==> src/rtl/decode_pkg.sv <==
// Shared types and constants for the instruction-decode stage: opcode map,
// operation/ALU encodings and the decoded bundle carried to execute.
package decode_pkg;

  localparam int DADDR_MAX = 9;

  typedef enum logic [3:0] {
    OP_NOP   = 4'd0,
    OP_ADD   = 4'd1,
    OP_SUB   = 4'd2,
    OP_AND   = 4'd3,
    OP_ORR   = 4'd4,
    OP_XOR   = 4'd5,
    OP_LSL   = 4'd6,
    OP_LOAD  = 4'd7,
    OP_STORE = 4'd8,
    OP_B     = 4'd9,
    OP_BR    = 4'd10,
    OP_BGT   = 4'd11
  } op_t;

  typedef enum logic [2:0] {
    ALU_NONE = 3'd0,
    ALU_ADD  = 3'd1,
    ALU_SUB  = 3'd2,
    ALU_AND  = 3'd3,
    ALU_ORR  = 3'd4,
    ALU_XOR  = 3'd5,
    ALU_LSL  = 3'd6
  } alu_t;

  localparam logic [10:0] OPC_STORE  = 11'h5C0;
  localparam logic [10:0] OPC_LOAD   = 11'h5C4;
  localparam logic [10:0] OPC_ADD    = 11'h458;
  localparam logic [10:0] OPC_SUB    = 11'h658;
  localparam logic [10:0] OPC_AND    = 11'h450;
  localparam logic [10:0] OPC_ORR    = 11'h550;
  localparam logic [10:0] OPC_XOR    = 11'h650;
  localparam logic [10:0] OPC_LSL    = 11'h69B;
  localparam logic [10:0] OPC_BR     = 11'h6B0;
  localparam logic [10:0] OPC_B_LO   = 11'h0A0;
  localparam logic [10:0] OPC_B_HI   = 11'h0BF;
  localparam logic [10:0] OPC_BGT_LO = 11'h2A0;
  localparam logic [10:0] OPC_BGT_HI = 11'h2A7;

  localparam logic [1:0] SRAM_WR   = 2'b00;
  localparam logic [1:0] SRAM_RD   = 2'b01;
  localparam logic [1:0] SRAM_IDLE = 2'b10;

  localparam logic [4:0] REG_NONE = 5'd31;

  typedef struct packed {
    op_t                  op;
    alu_t                 alu;
    logic                 reg_en;
    logic [1:0]           sram_rw;
    logic [4:0]           rn;
    logic [4:0]           rm;
    logic [4:0]           rd;
    logic [5:0]           shamt;
    logic [DADDR_MAX-1:0] addr;
    logic                 illegal;
  } decoded_t;

  localparam decoded_t NOP_BUNDLE = '{
    op:      OP_NOP,
    alu:     ALU_NONE,
    reg_en:  1'b0,
    sram_rw: SRAM_IDLE,
    rn:      REG_NONE,
    rm:      REG_NONE,
    rd:      REG_NONE,
    shamt:   6'd0,
    addr:    '0,
    illegal: 1'b0
  };

  function automatic logic reads_rn(op_t op);
    case (op)
      OP_STORE, OP_LOAD, OP_BR,
      OP_ADD, OP_SUB, OP_AND, OP_ORR, OP_XOR, OP_LSL: return 1'b1;
      default:                                        return 1'b0;
    endcase
  endfunction

  function automatic logic reads_rm(op_t op);
    case (op)
      OP_ADD, OP_SUB, OP_AND, OP_ORR, OP_XOR, OP_LSL: return 1'b1;
      default:                                        return 1'b0;
    endcase
  endfunction

endpackage

==> src/rtl/decode_stage_comb.sv <==
// Purely combinational opcode table: instruction word to decoded bundle.
// Unused register fields read 31 and unused address reads 0.
module decode_comb
  import decode_pkg::*;
#(
  parameter int DADDR_W = 9
) (
  input  logic [31:0] inst,
  output decoded_t    dec
);

  logic [10:0]          opc;
  logic [DADDR_MAX-1:0] addr;

  assign opc  = inst[31:21];
  assign addr = DADDR_MAX'(inst[12+DADDR_W-1:12]);

  always_comb begin
    dec         = NOP_BUNDLE;
    dec.illegal = 1'b0;
    if (opc == OPC_STORE) begin
      dec.op      = OP_STORE;
      dec.sram_rw = SRAM_WR;
      dec.rn      = inst[9:5];
      dec.addr    = addr;
    end else if (opc >= OPC_B_LO && opc <= OPC_B_HI) begin
      dec.op = OP_B;
    end else if (opc == OPC_BR) begin
      dec.op = OP_BR;
      dec.rn = inst[4:0];
    end else if (opc >= OPC_BGT_LO && opc <= OPC_BGT_HI) begin
      dec.op = OP_BGT;
    end else if (opc == OPC_LOAD) begin
      dec.op      = OP_LOAD;
      dec.reg_en  = 1'b1;
      dec.sram_rw = SRAM_RD;
      dec.rn      = inst[9:5];
      dec.rm      = inst[20:16];
      dec.rd      = inst[4:0];
      dec.addr    = addr;
    end else begin
      // Remaining legal opcodes are three-register ALU operations.
      dec.rn     = inst[9:5];
      dec.rm     = inst[20:16];
      dec.rd     = inst[4:0];
      dec.reg_en = 1'b1;
      case (opc)
        OPC_ADD: begin dec.op = OP_ADD; dec.alu = ALU_ADD; end
        OPC_SUB: begin dec.op = OP_SUB; dec.alu = ALU_SUB; end
        OPC_AND: begin dec.op = OP_AND; dec.alu = ALU_AND; end
        OPC_ORR: begin dec.op = OP_ORR; dec.alu = ALU_ORR; end
        OPC_XOR: begin dec.op = OP_XOR; dec.alu = ALU_XOR; end
        OPC_LSL: begin
          dec.op    = OP_LSL;
          dec.alu   = ALU_LSL;
          dec.shamt = inst[15:10];
        end
        default: begin
          dec         = NOP_BUNDLE;
          dec.illegal = 1'b1;
        end
      endcase
    end
  end

endmodule

==> src/rtl/decode_stage.sv <==
// Registered, handshaked decode stage between fetch and execute with
// load-use stalling, branch flush and illegal-opcode flagging.
module decode_stage
  import decode_pkg::*;
#(
  parameter int         DADDR_W      = 9,
  parameter int         LOAD_USE_GAP = 1,
  parameter logic [4:0] ZERO_REG     = 5'd31
) (
  input  logic               clk,
  input  logic               rst,
  input  logic               in_valid,
  output logic               in_ready,
  input  logic [31:0]        inst,
  input  logic               flush,
  output logic               out_valid,
  input  logic               out_ready,
  output logic [3:0]         op,
  output logic [2:0]         alu_ctrl,
  output logic [DADDR_W-1:0] data_address,
  output logic               reg_en,
  output logic [1:0]         sram_rw,
  output logic [4:0]         rn,
  output logic [4:0]         rm,
  output logic [4:0]         rd,
  output logic [5:0]         shamt,
  output logic               illegal
);

  localparam int CNT_W = (LOAD_USE_GAP > 1) ? $clog2(LOAD_USE_GAP + 1) : 1;
  localparam logic [CNT_W-1:0] GAP_LD = CNT_W'(LOAD_USE_GAP);

  decoded_t         dec_p0;
  decoded_t         bundle_p1;
  logic             vld_p1;
  logic [CNT_W-1:0] cnt_p1;
  logic [4:0]       ld_rd_p1;
  logic             hazard_cnt;
  logic             hazard_held;
  logic             hazard;
  logic             accept;
  logic             load_done;

  function automatic logic reads_reg(decoded_t d, logic [4:0] r);
    return (reads_rn(d.op) && d.rn == r) || (reads_rm(d.op) && d.rm == r);
  endfunction

  // Stage 0: decode the incoming word and check it against outstanding loads.
  decode_comb #(.DADDR_W(DADDR_W)) u_comb (
    .inst (inst),
    .dec  (dec_p0)
  );

  assign hazard_cnt  = (cnt_p1 != '0) && (ld_rd_p1 != ZERO_REG) &&
                       reads_reg(dec_p0, ld_rd_p1);
  // A load still sitting in the output register has not started its gap yet.
  assign hazard_held = (LOAD_USE_GAP != 0) && vld_p1 && (bundle_p1.op == OP_LOAD) &&
                       (bundle_p1.rd != ZERO_REG) && reads_reg(dec_p0, bundle_p1.rd);
  assign hazard      = hazard_cnt || hazard_held;

  assign in_ready  = (!vld_p1 || out_ready) && !hazard && !flush;
  assign accept    = in_valid && in_ready;
  assign load_done = vld_p1 && out_ready && (bundle_p1.op == OP_LOAD) &&
                     (bundle_p1.rd != ZERO_REG);

  // Stage 1: output register, handshake and load-use counter.
  always_ff @(posedge clk or negedge rst) begin
    if (!rst) begin
      vld_p1    <= 1'b0;
      bundle_p1 <= NOP_BUNDLE;
      cnt_p1    <= '0;
      ld_rd_p1  <= ZERO_REG;
    end else if (flush) begin
      vld_p1 <= 1'b0;
      cnt_p1 <= '0;
    end else begin
      if (accept) begin
        vld_p1    <= 1'b1;
        bundle_p1 <= dec_p0;
      end else if (out_ready) begin
        vld_p1 <= 1'b0;
      end
      if (load_done) begin
        cnt_p1   <= GAP_LD;
        ld_rd_p1 <= bundle_p1.rd;
      end else if (cnt_p1 != '0) begin
        cnt_p1 <= cnt_p1 - 1'b1;
      end
    end
  end

  assign out_valid    = vld_p1;
  assign op           = bundle_p1.op;
  assign alu_ctrl     = bundle_p1.alu;
  assign data_address = bundle_p1.addr[DADDR_W-1:0];
  assign reg_en       = bundle_p1.reg_en;
  assign sram_rw      = bundle_p1.sram_rw;
  assign rn           = bundle_p1.rn;
  assign rm           = bundle_p1.rm;
  assign rd           = bundle_p1.rd;
  assign shamt        = bundle_p1.shamt;
  assign illegal      = bundle_p1.illegal;

endmodule

==> config.mk <==
export PLATFORM = sky130hd
export DESIGN_NAME = decode_stage
export DESIGN_NICKNAME = d
export VERILOG_FILES = /design/src/rtl/decode_pkg.sv /design/src/rtl/decode_stage_comb.sv /design/src/rtl/decode_stage.sv
export SDC_FILE = /design/constraint.sdc
export NUM_CORES = 1
export LEC_CHECK = 0
export BUFFER_PORTS_ARGS = -buffer_cell sky130_fd_sc_hd__buf_4
export CAP_MARGIN = 20
export CORE_UTILIZATION = 57
export DETAILED_ROUTE_END_ITERATION = 8
export PLACE_DENSITY_LB_ADDON = 0.15
export SLEW_MARGIN = 20
export SYNTH_ARGS = -nofsm -noshare
export SYNTH_HDL_FRONTEND = slang
export SYNTH_SLANG_ARGS = --single-unit
==> constraint.sdc <==
create_clock -name clk -period 5.1 [get_ports clk]
set_input_delay 1.02 -clock clk [delete_from_list [all_inputs] [get_ports clk]]
set_output_delay 1.02 -clock clk [all_outputs]
set_load 0.02 [all_outputs]
Word-level counts from Yosys, hierarchy flattened
Memories as Yosys holds them, arrays and structs flattened.
Index checks and enable logic that the tools add are counted.
Widths: inputs -> output; s select.
Cells by class
  equal/unequal tests: 22
  multipliers: 0
  bitwise gates (word level): 1
  reduce and logical (&&, ||, !) cells: 29
  shift operators: 0
  add/sub/neg operators: 1
  div/mod/pow operators: 0
  muxes and demuxes: 31
  order comparisons: 4
Operators with widths (count)
  $eq 11x11->1 const B: 9
  $mux 37: 2
  $mux 18: 2
  $pmux 6 s6: 1
  $mux 26: 1
  $mux 4: 6
  $eq 5x5->1: 4
  $mux 6: 3
  $mux 9: 2
  $logic_and 1x1->1: 17
  $eq 4x3->1 const B: 4
  $mux 16: 1
  $reduce_or 6->1: 2
  $ge 11x10->1 const B: 1
  $ge 11x8->1 const B: 1
  $le 11x10->1 const B: 1
  $le 11x8->1 const B: 1
  $mux 1: 10
  $ne 5x5->1 const B: 2
  $eq 4x2->1 const B: 2
  $mux 7: 1
  $mux 5: 1
  $eq 4x1->1 const B: 1
  $logic_or 1x1->1: 4
  6 further kinds: 9
Word-level totals
  memories kept: 2
  register bits: 48
  logic and storage cells: 103
  memory bits (writable): 0
  latch bits: 0
  bits in read-only memories: 32
Memories
  (no name shown): depth 16, bits a word 1, read ports 1, clocked after Yosys merged registers in 0, wr ports 0, line decode_pkg.sv:79  | case (op)
  (no name shown): depth 16, bits a word 1, read ports 1, clocked after Yosys merged registers in 0, wr ports 0, line decode_pkg.sv:79

Depth between registers and ports, before layout
  depth in word-level cells: 20
  depth in mapped cells: 13
  mapped depth without buffers: 8

Modules after synthesis
Synthesis repeated with hierarchy kept, for this count alone.
Second synthesis, totals
  cell total of the unflattened synthesis: 247
  area, all modules: 2872.8 µm²
Modules (own cells, without submodules)
  decode_stage: cells an instance 146, area an instance 2173.3 µm², seq. area each 1227.4 µm², instances 1
  decode_comb: cells an instance 101, area an instance 699.4 µm², seq. area each 0.0 µm², instances 1

Worst setup path before layout
Ideal clock, no wire load.
  path kind: input port to output port
  from: in inst[24]
  to: out in_ready
  data arrival time: 2.928 ns
  stages: 9
  setup slack: 1.152 ns
  buffers on the path: 2
  path through: buf_6 > or4_4 > buf_6 > or3_4 > o21bai_1 > and3_1 > o2111ai_1 > nand4b_1 > nor2_1
On the way
  word-level cells in the longest chain between the ends: 17
  elaborated cells on any way between the ends: 56
  classes of those cells: order compare: 4; eq/ne: 19; mux: 15; reduce/logical: 16; memory: 2
Ends and longest elaborated chain
  start, declared: line decode_stage.sv:14  | input logic [31:0] inst,
  parallel branches: the longest is 13 deep, another holds $ge 11x10->1
  $logic_or 1x1->1 *: line decode_stage.sv:59  | assign hazard = hazard_cnt || hazard_held;
  $logic_not 1->1 *: line decode_stage.sv:61  | assign in_ready = (!vld_p1 || out_ready) && !hazard && !flush;
  $logic_and 1x1->1 * (2 in a row): line decode_stage.sv:61
  end, declared: line decode_stage.sv:13  | output logic in_ready,
Mark *: on every way between the ends.

Final worst setup path
  from: in inst[22]
  to: out in_ready
Same word-level chain as after synthesis.

==> insert_results.sql <==
INSERT INTO impl_metrics (metric_group, metric, value, unit) VALUES
('run_status', 'outcome', 'finished clean', ''),
('worst_setup_path', 'critPathRequiredTime', '4080', 'ps'),
('min_path', 'hold_path_depth', '2', ''),
('detailed_routing', 'antenna_violating_nets_post_route', '0', ''),
('timing', 'hold_ws', '470', 'ps'),
('timing', 'rsz_0062_raised_after_global_routing', 'false', ''),
('global_routing', 'grt_antenna_before_repair', '0', ''),
('worst_setup_path', 'endpoint_kind', 'output port', ''),
('timing', 'timing.fmax', '231', 'MHz'),
('synthesis', 'synth_fa_ha_area_share', '0', '%'),
('global_routing', 'grt_start_max_net_pins', '49', ''),
('cts', 'cts_made_buffers', '5', ''),
('timing', 'timing.setup.tns', '0', 'ps'),
('floorplanning', 'ios', '80', ''),
('floorplanning', 'std_cell_rows', '26', ''),
('pwr', 'post-layout-total-power', '776', 'µW'),
('global_routing', 'grt_remaining_overflow', '0', ''),
('worst_setup_path', 'critical-path-top-cell-by-count', 'buf_4', ''),
('synthesis', 'synth-edff-count', '0', ''),
('placed_design', 'gp_congestion', '0.931', ''),
('flow_run', 'timing.max_cap.violations', '0', ''),
('pwr', 'vdd_ir_drop_max', '118', 'µV'),
('finish', 'final_layout_size_suffix_gt1_share', '35.4', '%'),
('detailed_routing', 'detail_route.first_pass.iterations', '5', ''),
('timing', 'shortest_clock_period_the_worst_path_allows_after_layout', '4330', 'ps'),
('worst_setup_path', 'critical_path_arrival', '3310', 'ps'),
('detailed_routing', 'route.final.wire_length', '7920', 'µm'),
('detailed_routing', 'dr.first_iter.drc_count', '208', ''),
('min_path', 'timing.hold.worst.class', 'flip-flop to flip-flop', ''),
('worst_setup_path', 'worst-r2r-cell-count', '9', ''),
('floorplanning', 'die_w', '75.3', 'µm'),
('worst_setup_path', 'critical_path.max_stage_delay', '480', 'ps'),
('timing', 'setup-violations-final', '0', ''),
('floorplanning', 'core_area', '5140', 'µm²'),
('synthesis', 'post_synth_xor_area_fraction', '2.86', '%'),
('cts', 'post_cts_buffers', '0', ''),
('worst_setup_path', 'maximum_fanout_along_the_worst_path', '11', ''),
('timing', 'max_slew.worst_pin.slew', '891', 'ps'),
('timing', 'fin_worst_skew', '9.72', 'ps'),
('synthesis', 'sequential_to_total_area_share_from_yosys_stat', '40.1', '%'),
('finish', 'final_cell_mix', 'buf_4, inv_1, nand2_1, dfrtp_1, mux2i_1', ''),
('cts', 'clock_insertion_delay_at_the_later_pin_of_the_skew_report', '310', 'ps'),
('detailed_routing', 'detail_route.drc_violations', '0', ''),
('cts', 'postCtsHoldBufs', '0', ''),
('synthesis', 'synth-seq-cells', '48', ''),
('cts', 'tritoncts', 'yes', ''),
('synthesis', 'synthCells', '316', ''),
('cts', 'cts.clk_slew.worst_paths', '90', 'ps'),
('cts', 'max-clock-path-buffers', '2', ''),
('global_routing', 'global_route.usage.total', '29.7', '%'),
('cts', 'cts_resized', '0', ''),
('worst_setup_path', 'crit_chain', 'buf_4 > nor3_1 > and4_1 > nor3_1 > buf_4 > or4_1 > a31oi_1 > o21a_1 > nor2_1 > buf_4', ''),
('worst_setup_path', 'critPathLaunchType', 'input pin', ''),
('detailed_routing', 'routedWlPerCell', '17.2', 'µm'),
('global_routing', 'grt_first_pass_wirelength', '12300', 'µm'),
('placed_design', 'place.port_buffers', '79', ''),
('timing', 'slew_violations', '0', ''),
('worst_setup_path', 'cpMaxStageDelayCell', 'and4_1', ''),
('synthesis', 'synth.lib_cells_used.distinct', '58', ''),
('floorplanning', 'die_area', '5660', 'µm²'),
('cts', 'htreeDepth', '2', ''),
('detailed_routing', 'via_per_inst', '5.93', ''),
('finish', 'mostFrequentLayoutCell', 'buf_4', ''),
('synthesis', 'synth_simple_gate_area_share', '20.4', '%'),
('timing', 'timing.final.hold_violations', '0', ''),
('timing', 'finalCritPeriodShare', '85.0', '%'),
('cts', 'ctsRootBufferMaster', 'clkbuf_8', ''),
('detailed_routing', 'routed-via-count', '2727', ''),
('synthesis', 'synth_top_family_by_area', 'simple AND/OR/NAND/NOR gates', ''),
('synthesis', 'async_sr_flop_fraction', '100', '%'),
('synthesis', 'postSynthNetCount', '353', '');
==> through the flow <==
stage          setup slack [ps]  instance area [µm²]  util (%)  cells
6_report                    767                 3780      73.6    460
5_1_grt                     627                 3780      73.6    460
4_1_cts                     801                 3780      73.6    460
3_5_place_dp                799                 3670      71.3    452
3_3_place_gp                788                 3670      71.3    452
2_1_floorplan              1150                 3060         -    316
==> synth_stat cells, types with 3 or more instances <==
library cell	number	share of area, %
inv_1	38	4.7
dfrtp_1	27	22
nand2_1	27	3.3
mux2i_1	26	8.5
dfstp_2	21	18
nor2_1	18	2.2
mux2_4	14	6.9
o21ai_0	12	2.0
a21oi_1	10	1.6
nor3_1	10	1.6
nor4_1	8	1.6
xor2_1	7	2.0
o22ai_1	6	1.2
buf_6	5	1.8
clkbuf_1	5	0.61
nand4_1	5	1.0
mux2_2	4	1.5
nand3_1	4	0.65
nor2b_1	4	0.82
or4_1	4	0.98
a211oi_1	3	0.74
and3_1	3	0.61
buf_2	3	0.49
nand2b_1	3	0.61
o2111ai_1	3	0.86
xnor2_1	3	0.86
==> path summary, 6_finish.rpt <==
kind                       slack (ps)   startpoint              end
setup / recovery                  770     inst[22]         in_ready
hold / removal                    470        rm[4]            rm[4]
setup reg to reg                 2140  ld_rd_p1[3]       sram_rw[0]
hold reg to reg                   470        rm[4]            rm[4]
max in group asynchronous        4000          rst            op[1]
min in group asynchronous         710          rst  data_address[4]
==> area by class of cell <==
class / instances / area [µm²] / share of cell area (%)
well taps: 70 / 87.6 / 2.32
repair buffers: 82 / 628 / 16.6
flip-flops and latches: 48 / 1230 / 32.5
multi-input cells: 214 / 1580 / 41.8
clock inverters: 3 / 46.3 / 1.22
inverters: 38 / 143 / 3.77
clock buffers: 5 / 68.8 / 1.82
==> flip-flops by register name, summed over array words and instances (netlist names) <==
| name | flops |
|---|---|
| out_valid | 1 |
| sram_rw | 2 |
| data_address | 9 |
| reg_en | 1 |
| rm | 5 |
| ld_rd_p1 | 5 |
| op | 4 |
| cnt_p1 | 1 |
| rn | 5 |
| rd | 5 |
| illegal | 1 |
| shamt | 6 |
| alu_ctrl | 3 |
==> routing by layer <==
layer  up-vias  routed length (µm)  GRT usage, %
met4         0                 166          9.67
met3        23                 715          6.83
met5         -                   0             0
li1       1275                   -             -
met2       131                3610          46.2
met1      1298                3430          41.1
==> worst max-delay path, delay by kind of cell <==
family                 cells  cell delay [ps]
AOI/OAI and AO/OA          2              350
buffers and inverters      3              480
and+or+nand+nor            5             1460
==> power breakdown <==
group          leakage, µW  internal [µW]  switching, µW  total (µW)
Sequential        0.000592            386           4.98         391
Combinational      0.00123           45.5           56.9         102
Clock            0.0000548            148            134         282
Total              0.00188            580            196         776
==> logic make-up (layout without fill, tap and decap cells) <==
| group | after synthesis | in the layout |
|---|---|---|
| AOI/OAI and AO/OA | 53 | 53 |
| DFF | 48 | 48 |
| xor gates and xnor gates | 10 | 10 |
| muxes | 44 | 44 |
| buffers and inverters | 54 | 128 |
| and+or+nand+nor | 107 | 107 |
Power figures use the tool's default switching activity.
